`src/rtl/quad_gen_if.sv`:
```
// rtl/quad_gen_if.sv - step command channel between a command source and quad_gen
// Ports (interface members):
//   cmd_valid   command request from the source
//   cmd_ready   generator idle and able to take a command
//   cmd_dir     1 = count up (CW), 0 = count down (CCW)
//   cmd_steps   number of quadrature edges to emit
//   cmd_period  clocks between edges, 0 behaves as 1
// Modports: master (command source), slave (generator).
interface quad_gen_if #(
  parameter int STEPS_W  = 16,
  parameter int PERIOD_W = 16
);
  logic                cmd_valid;
  logic                cmd_ready;
  logic                cmd_dir;
  logic [STEPS_W-1:0]  cmd_steps;
  logic [PERIOD_W-1:0] cmd_period;

  modport master (
    output cmd_valid,
    output cmd_dir,
    output cmd_steps,
    output cmd_period,
    input  cmd_ready
  );

  modport slave (
    input  cmd_valid,
    input  cmd_dir,
    input  cmd_steps,
    input  cmd_period,
    output cmd_ready
  );
endinterface

```
`src/rtl/quad_gen.sv`:
```
// rtl/quad_gen.sv - quadrature encoder emulator turning step commands into A/B/Z
// Ports:
//   clk        system clock
//   rst_n      synchronous reset, active low
//   cmd        step command channel (quad_gen_if.slave)
//   abort      stop the running command at the next clock, no done pulse
//   A, B       registered quadrature outputs (Gray sequence 00,01,11,10)
//   Z          registered index, high while the index counter is 0
//   position   emulated count, 16-bit two's-complement wrap
//   busy       command in progress
//   done       one-cycle pulse when a command completes normally
module quad_gen #(
  parameter int CPR      = 4096,
  parameter int STEPS_W  = 16,
  parameter int PERIOD_W = 16
) (
  input  logic        clk,
  input  logic        rst_n,
  quad_gen_if.slave   cmd,
  input  logic        abort,
  output logic        A,
  output logic        B,
  output logic        Z,
  output logic [15:0] position,
  output logic        busy,
  output logic        done
);

  localparam int IDX_W = $clog2(CPR);
  localparam logic [IDX_W-1:0] IDX_MAX = IDX_W'(CPR - 1);

  typedef enum logic {IDLE, RUN} state_t;

  state_t              state, state_next;
  logic                dir_q;
  logic [STEPS_W-1:0]  steps_left;
  logic [PERIOD_W-1:0] period_q;
  logic [PERIOD_W-1:0] per_cnt;
  logic [1:0]          phase;
  logic [IDX_W-1:0]    idx_cnt;

  logic                accept;
  logic                step;
  logic                done_next;
  logic [1:0]          phase_step;
  logic [IDX_W-1:0]    idx_step;
  logic [15:0]         pos_step;

  assign cmd.cmd_ready = (state == IDLE);
  assign busy          = (state == RUN);

  always_ff @(posedge clk) begin
    if (!rst_n) state <= IDLE;
    else        state <= state_next;
  end

  // Abort wins over an expiring period: the run simply stops with outputs held.
  always_comb begin
    state_next = state;
    accept     = 1'b0;
    step       = 1'b0;
    done_next  = 1'b0;
    case (state)
      IDLE: begin
        if (cmd.cmd_valid) begin
          accept = 1'b1;
          if (cmd.cmd_steps != '0) state_next = RUN;
          else                     done_next  = 1'b1;
        end
      end
      RUN: begin
        if (abort) begin
          state_next = IDLE;
        end else if (per_cnt == period_q - PERIOD_W'(1)) begin
          step = 1'b1;
          if (steps_left == STEPS_W'(1)) begin
            state_next = IDLE;
            done_next  = 1'b1;
          end
        end
      end
      default: state_next = IDLE;
    endcase
  end

  always_comb begin
    phase_step = dir_q ? phase + 2'd1 : phase - 2'd1;
    pos_step   = dir_q ? position + 16'd1 : position - 16'd1;
    if (dir_q) idx_step = (idx_cnt == IDX_MAX) ? '0 : idx_cnt + IDX_W'(1);
    else       idx_step = (idx_cnt == '0) ? IDX_MAX : idx_cnt - IDX_W'(1);
  end

  always_ff @(posedge clk) begin
    if (!rst_n) begin
      dir_q      <= 1'b0;
      steps_left <= '0;
      period_q   <= PERIOD_W'(1);
      per_cnt    <= '0;
      phase      <= 2'd0;
      idx_cnt    <= '0;
      A          <= 1'b0;
      B          <= 1'b0;
      Z          <= 1'b1;
      position   <= 16'd0;
      done       <= 1'b0;
    end else begin
      done <= done_next;
      if (accept) begin
        dir_q      <= cmd.cmd_dir;
        steps_left <= cmd.cmd_steps;
        period_q   <= (cmd.cmd_period == '0) ? PERIOD_W'(1) : cmd.cmd_period;
        per_cnt    <= '0;
      end else if (step) begin
        per_cnt    <= '0;
        steps_left <= steps_left - STEPS_W'(1);
        phase      <= phase_step;
        // phase 0..3 maps onto the Gray code 00,01,11,10
        A          <= phase_step[1];
        B          <= phase_step[1] ^ phase_step[0];
        position   <= pos_step;
        idx_cnt    <= idx_step;
        Z          <= (idx_step == '0);
      end else if (state == RUN && !abort) begin
        per_cnt    <= per_cnt + PERIOD_W'(1);
      end
    end
  end

endmodule

```
`src/flat_wrapper.sv`:
```
// flat-port wrapper written by rule: the top's interface ports become plain ports
module quad_gen_flat 
#(
  parameter int CPR      = 4096,
  parameter int STEPS_W  = 16,
  parameter int PERIOD_W = 16
)
  (clk, rst_n, abort, A, B, Z, position, busy, done, cmd_cmd_valid, cmd_cmd_dir, cmd_cmd_steps, cmd_cmd_period, cmd_cmd_ready);
  quad_gen_if #(.STEPS_W(STEPS_W), .PERIOD_W(PERIOD_W)) cmd_i ();
  input  logic clk;
  input  logic rst_n;
  input  logic abort;
  output logic A;
  output logic B;
  output logic Z;
  output logic [15:0] position;
  output logic busy;
  output logic done;
  input wire logic [$bits(cmd_i.cmd_valid)-1:0] cmd_cmd_valid;
  input wire logic [$bits(cmd_i.cmd_dir)-1:0] cmd_cmd_dir;
  input wire logic [$bits(cmd_i.cmd_steps)-1:0] cmd_cmd_steps;
  input wire logic [$bits(cmd_i.cmd_period)-1:0] cmd_cmd_period;
  output wire logic [$bits(cmd_i.cmd_ready)-1:0] cmd_cmd_ready;
  assign cmd_i.cmd_valid = cmd_cmd_valid;
  assign cmd_i.cmd_dir = cmd_cmd_dir;
  assign cmd_i.cmd_steps = cmd_cmd_steps;
  assign cmd_i.cmd_period = cmd_cmd_period;
  assign cmd_cmd_ready = cmd_i.cmd_ready;
  quad_gen #(.CPR(CPR), .STEPS_W(STEPS_W), .PERIOD_W(PERIOD_W)) u_core (.clk(clk), .rst_n(rst_n), .cmd(cmd_i), .abort(abort), .A(A), .B(B), .Z(Z), .position(position), .busy(busy), .done(done));
endmodule
```
`config.mk`:
```
export PLATFORM = sky130hd
export DESIGN_NAME = quad_gen_flat
export DESIGN_NICKNAME = d
export VERILOG_FILES = /design/src/rtl/quad_gen_if.sv /design/src/rtl/quad_gen.sv /design/src/flat_wrapper.sv
export SDC_FILE = /design/constraint.sdc
export NUM_CORES = 1
export LEC_CHECK = 0
export ABC_AREA = 1
export CAP_MARGIN = 20
export CORE_UTILIZATION = 35
export CTS_BUF_LIST = sky130_fd_sc_hd__clkbuf_2
export DETAILED_ROUTE_END_ITERATION = 7
export PLACE_DENSITY = 0.51
export REMOVE_ABC_BUFFERS = 1
export SLEW_MARGIN = 20
export SYNTH_ARGS = -nofsm -noshare
export SYNTH_HDL_FRONTEND = slang
export SYNTH_SLANG_ARGS = --single-unit
```
`constraint.sdc`:
```
create_clock -name clk -period 7.9 [get_ports clk]
set_input_delay 1.975 -clock clk [delete_from_list [all_inputs] [get_ports clk]]
set_output_delay 1.975 -clock clk [all_outputs]
set_load 0.02 [all_outputs]
```
======== After elaboration in Yosys (flattened, before gate mapping) ========
Cells that the tools add are included.
storage, ports and cells
  memory bits (read-only) ................. 0
  memories ................................ 0
  input port bits ......................... 37
  RAM bits ................................ 0
  bits in registers ....................... 84
  latch bits .............................. 0
  output and inout port bits .............. 22
operators by class
  div/mod/pow operators ................... 0
  magnitude comparators ................... 0
  bitwise gates (word level) .............. 4
  reduce and logical (&&, ||, !) cells .... 9
  $mul .................................... 0
  shift-type cells ........................ 0
  $add $sub $neg .......................... 9
  mux-type cells .......................... 25
  eq/ne operators ......................... 3
operator list
  operator               number
  $mux 16                4
  $sub 16x1->16 const B  3
  $mux 12                3
  $add 16x1->16 const B  2
  $logic_not 12->1       2
  $eq 16x1->1 const B    1
  $eq 16x16->1           1
  $logic_not 16->1       1
  $reduce_bool 16->1     1
  $mux 1                 15
  $add 12x1->12 const B  1
  $eq 12x12->1 const B   1
  $sub 12x1->12 const B  1
  $pmux 1 s2             2
  $not 1->1              3
  $reduce_or 3->1        1
  $add 2x1->2 const B    1
  $mux 2                 1
  $reduce_and 2->1       1
  $reduce_bool 2->1      1
  $sub 2x1->2 const B    1
  $logic_and 1x1->1      1
  $logic_not 1->1        1
  $xor 1x1->1            1

======== Longest topological paths before layout ========
  word-level depth ........................ 7
  mapped depth ............................ 18

======== Worst setup path before layout ========
Ideal clock, no wire load.
  path kind ............................... in2reg
  from .................................... input abort
  to ...................................... register u_core.per_cnt[15]
  setup time .............................. 114 ps
  stages on the path ...................... 10
  buffers on the path ..................... 0
  arrival ................................. 3198 ps
  data required time ...................... 7786 ps
  slack ................................... 4588 ps
  path through ............................ nor2_4 nand4_1 nor2_1 inv_1 nor3_1 inv_1 nor3_4 nand3_1 xor2_1 nor2_1
between the ends
  longest elaborated chain between the ends .. 3
  elaborated cells on any way between the ends .. 5
  classes of those cells .................. mux (2); reduce/logical (3)
RTL lines
  element                    RTL line            RTL
  start: declaration         flat_wrapper.sv:12  input logic abort;
  $mux 1                     quad_gen.sv:72      if (abort) begin
  $mux 1                     quad_gen.sv:63      case (state)
  $reduce_or 3->1 (no line)  n/a
  end signal: assignment     quad_gen.sv:124     per_cnt <= per_cnt + PERIOD_W'(1);
  end: declaration           quad_gen.sv:38      logic [PERIOD_W-1:0] per_cnt;
Parallel ways exist; a longest one is shown, timed or not.
A chain may end at the register's enable or synchronous reset.

======== Final worst setup path ========
  from .................................... register u_core.state (netlist: u_core.busy)
  to ...................................... output cmd_cmd_ready
between the ends
  longest elaborated chain between the ends .. 1
RTL lines
  element                   RTL line            RTL
  start: declaration        quad_gen.sv:34      state_t state, state_next;
  start signal: assignment  quad_gen.sv:54      else state <= state_next;
  $not 1->1                 quad_gen.sv:49      assign cmd.cmd_ready = (state == IDLE);
  end: declaration          flat_wrapper.sv:23  output wire logic [$bits(cmd_i.cmd_ready)-1:0] cmd_cmd_ready;
Every way passes these cells.

==> impl_metrics.yaml <==
routing:
  drt_first_iter_violations: 328
  wl_per_cell_um: 13.4
  first_pass_iters: 7
  drtAntennaViolNets: 0
  drc: 0
  wl_mm: 16.7
  num_vias: 6034
  routed_via_density: 4.86
power:
  power_density_mw_per_mm2: 134
  internal_power_uw: 578
  ir_drop_mv: 0.0607
  p_sw_frac: 0.373
  p_switching_uw: 343
  p_comb_frac: 0.279
  p_seq_frac: 0.496
  p_clk_frac: 0.226
  p_leak_uw: 0.00303
yosys:
  synthMuxAreaShare: 0
  synth_edf_count: 0
  synth_area_sq_mm: 0.00606
  async_reset_ff_frac: 0
  yosysWarnings: 0
  synth-simple-area-share: 0.411
  synth_top_family_by_area: "simple AND/OR/NAND/NOR gates"
  ys_seq_area_frac: 0.274
  netlist_instances: 974
  synth_xor_xnor_area_share: 0.0723
  synth-compound-area-share: 0.111
  synth_fa_ha_area_frac: 0.0467
  syn_area_per_cell_sq_um: 6.22
  ys.flop_type: "dfxtp_1"
  synth_cell_types: 43
  synth_seq_cells: 83
setup_path:
  path_max_fanout: 6
  crit_buf_inv: 2
  cp_slowest_cell: "clkdlybuf4s50_1"
  criticalPathCategory: "flop to output pin"
  timing.rr.start: "u_core.period_q[0]"
  start_kind: "flop"
  endpoint: "cmd_cmd_ready"
  crit_cells: 2
  crit_arrival_ps: 1860
  crit_family: "buffers and inverters"
  r2r_end: "u_core.idx_cnt[6]"
  critPathRequiredTime_ps: 5930
  crit_start: "u_core.busy"
  path_cells: "inv_1 > clkdlybuf4s50_1"
  cp-end-kind: "output pin"
  cpPeakStageDelay_ps: 640
  reg2reg_depth: 15
  regToRegSetupSlack_ps: 4600
timing:
  fin_crit_ps: 3830
  fin_setup_tns_ps: 0
  hold_violations: 0
  setup_viol: 0
  drv_slew: 0
  finalCritPeriodShare: 0.485
  fin_skew_ps: 37.6
  fmax_mhz: 261
  rsz0062_at_grt: "no"
  slew_headroom: 0.399
  worstMarginPinSlew_ps: 899
finish:
  mostFrequentLayoutCells: "nand2_1 (255), nor2_1 (166), inv_1 (88)"
  layout_commonest_cell: "nand2_1"
  num-nets-final: 1074
  finalNonFillerCells: 1241
  syn2layout_area_growth_pct: 13.4
  layout-drive-gt1-share: 0.0461
status:
  outcome: "completed"
cts:
  clock_latency_ps: 610
  clk_pin_slew_ps: 230
  postCtsHoldBufs: 0
  ctsResizeCount: 0
  cts_inserted_buffers: 9
  cts_tree: "yes"
  clock-sinks: 83
  htree_num_levels: 3
  cts_root_buffer: "clkbuf_2"
  cts_setup_buffers: 0
  clock_path_buffers: 2
floorplanning:
  core_area_sq_mm: 0.0168
  die_h_um: 134
  ios: 59
  dieWidth_um: 134
  rows: 47
  die_area_sq_mm: 0.0178
  floorplan.initialDensity: 0.362
global_route:
  overflow: 0
  grt_max_degree: 57
  grt_pass1_wl_mm: 28.0
  track_usage: 0.196
  grt_pass1_vias: 5715
  antenna_found_initial: 1
place:
  port_buffers: 58
  placed_cells: 1224
  dpl.hpwl_mm: 12.5
  gp_congestion: 0.842
job:
  cap_violations: 0
worst_hold_path:
  min_path_type: "flop to flop"
per-stage QoR:
| stage | instance area (sq um) | power [uW] | hold slack [ps] | worst slack, ps | util |
|---|---|---|---|---|---|
| after floorplan | 5890 | 642 | 458 | 3680 | - |
| after global placement | 6770 | 722 | 468 | 3500 | 0.404 |
| after detailed placement | 6770 | 721 | 478 | 3510 | 0.404 |
| after CTS | 6870 | 935 | 503 | 3980 | 0.410 |
| after global routing | 6870 | 992 | 523 | 3950 | 0.410 |
| final | 6870 | 921 | 501 | 4070 | 0.410 |
worst min-delay path by stage:
stage	end	slack, ps	startpoint	cells past startpoint
finish	u_core.steps_left[1]	500	u_core.steps_left[1]	2
global route	u_core.steps_left[14]	520	u_core.steps_left[14]	2
CTS	u_core.steps_left[14]	500	u_core.steps_left[14]	2
detailed placement	u_core.steps_left[14]	480	u_core.steps_left[14]	2
global placement	u_core.period_q[15]	470	u_core.period_q[15]	2
floorplan	u_core.period_q[15]	460	u_core.period_q[15]	2
cells in the mapped netlist (2+ instances only):
| master | n | share of area |
|---|---|---|
| clkbuf_1 | 21 | 0.013 |
| nor4_1 | 8 | 0.0083 |
| nor3_1 | 12 | 0.0099 |
| inv_1 | 88 | 0.055 |
| nand3_1 | 75 | 0.062 |
| nand2_2 | 2 | 0.0021 |
| a21o_1 | 2 | 0.0025 |
| nor2_2 | 6 | 0.0062 |
| a21oi_1 | 47 | 0.039 |
| ha_1 | 21 | 0.043 |
| or2_2 | 3 | 0.0031 |
| nor2_1 | 166 | 0.10 |
| o21ai_1 | 11 | 0.0091 |
| nand3b_1 | 6 | 0.0074 |
| nand3_2 | 5 | 0.0083 |
| clkinv_1 | 2 | 0.0012 |
| buf_6 | 5 | 0.0093 |
| dfxtp_1 | 83 | 0.27 |
| a211oi_1 | 8 | 0.0099 |
| nand2_1 | 256 | 0.16 |
| nand4_1 | 23 | 0.024 |
| o21bai_1 | 3 | 0.0037 |
| xor2_1 | 33 | 0.048 |
| buf_4 | 4 | 0.0050 |
| o21ai_0 | 46 | 0.038 |
| nor2_4 | 4 | 0.0074 |
| xnor2_1 | 17 | 0.025 |
| a31oi_1 | 2 | 0.0021 |
power by group through the flow:
stage	combinational [uW]	sequential (uW)	clock, uW
6_report	257	457	208
5_1_grt	294	460	238
4_1_cts	258	457	221
3_5_place_dp	256	465	0
3_3_place_gp	257	465	0
2_1_floorplan	182	460	0
sequential cells by signal, summed over array words and instances, names as in the netlist:
signal	flops
u_core.per_cnt	16
u_core.steps_left	16
u_core.busy	1
u_core.position	16
u_core.Z	1
u_core.done	1
u_core.B	1
u_core.period_q	16
u_core.idx_cnt	12
u_core.dir_q	1
u_core.phase	2
metal layers:
layer  part of all wire  track usage  vias up
met5                  0            0        -
met4             0.0086       0.0372        0
met3              0.036       0.0384       12
met2               0.46        0.337      113
met1               0.49        0.254     2679
li1                   -            -     3230
area by class of cell:
cell class | count | area, sq um
timing repair buffer | 62 | 611
clock buffer | 10 | 50.0
fill | 1855 | 9890
clock inverter | 6 | 42.5
antenna | 1 | 2.50
tap | 220 | 275
multi-input combinational | 768 | 3880
sequential | 83 | 1660
inverter | 91 | 342
worst min-delay path: cells and delay by family, from the launching register on:
| kind | cells | cell delay [ps] |
|---|---|---|
| and+or+nand+nor | 1 | 70 |
| DFF | 1 | 360 |
| AOI/OAI and AO/OA | 1 | 60 |
kinds of logic (layout without fill, tap and decap cells):
family	after synthesis	after routing
adder cells (fa/ha/maj)	22	22
AND/OR/NAND/NOR	572	572
other	0	1
buffers and inverters	123	169
AO/OA/AOI/OAI	124	124
XOR/XNOR	50	50
flip-flops	83	83
No activity file was read; power rests on OpenSTA's default activity.
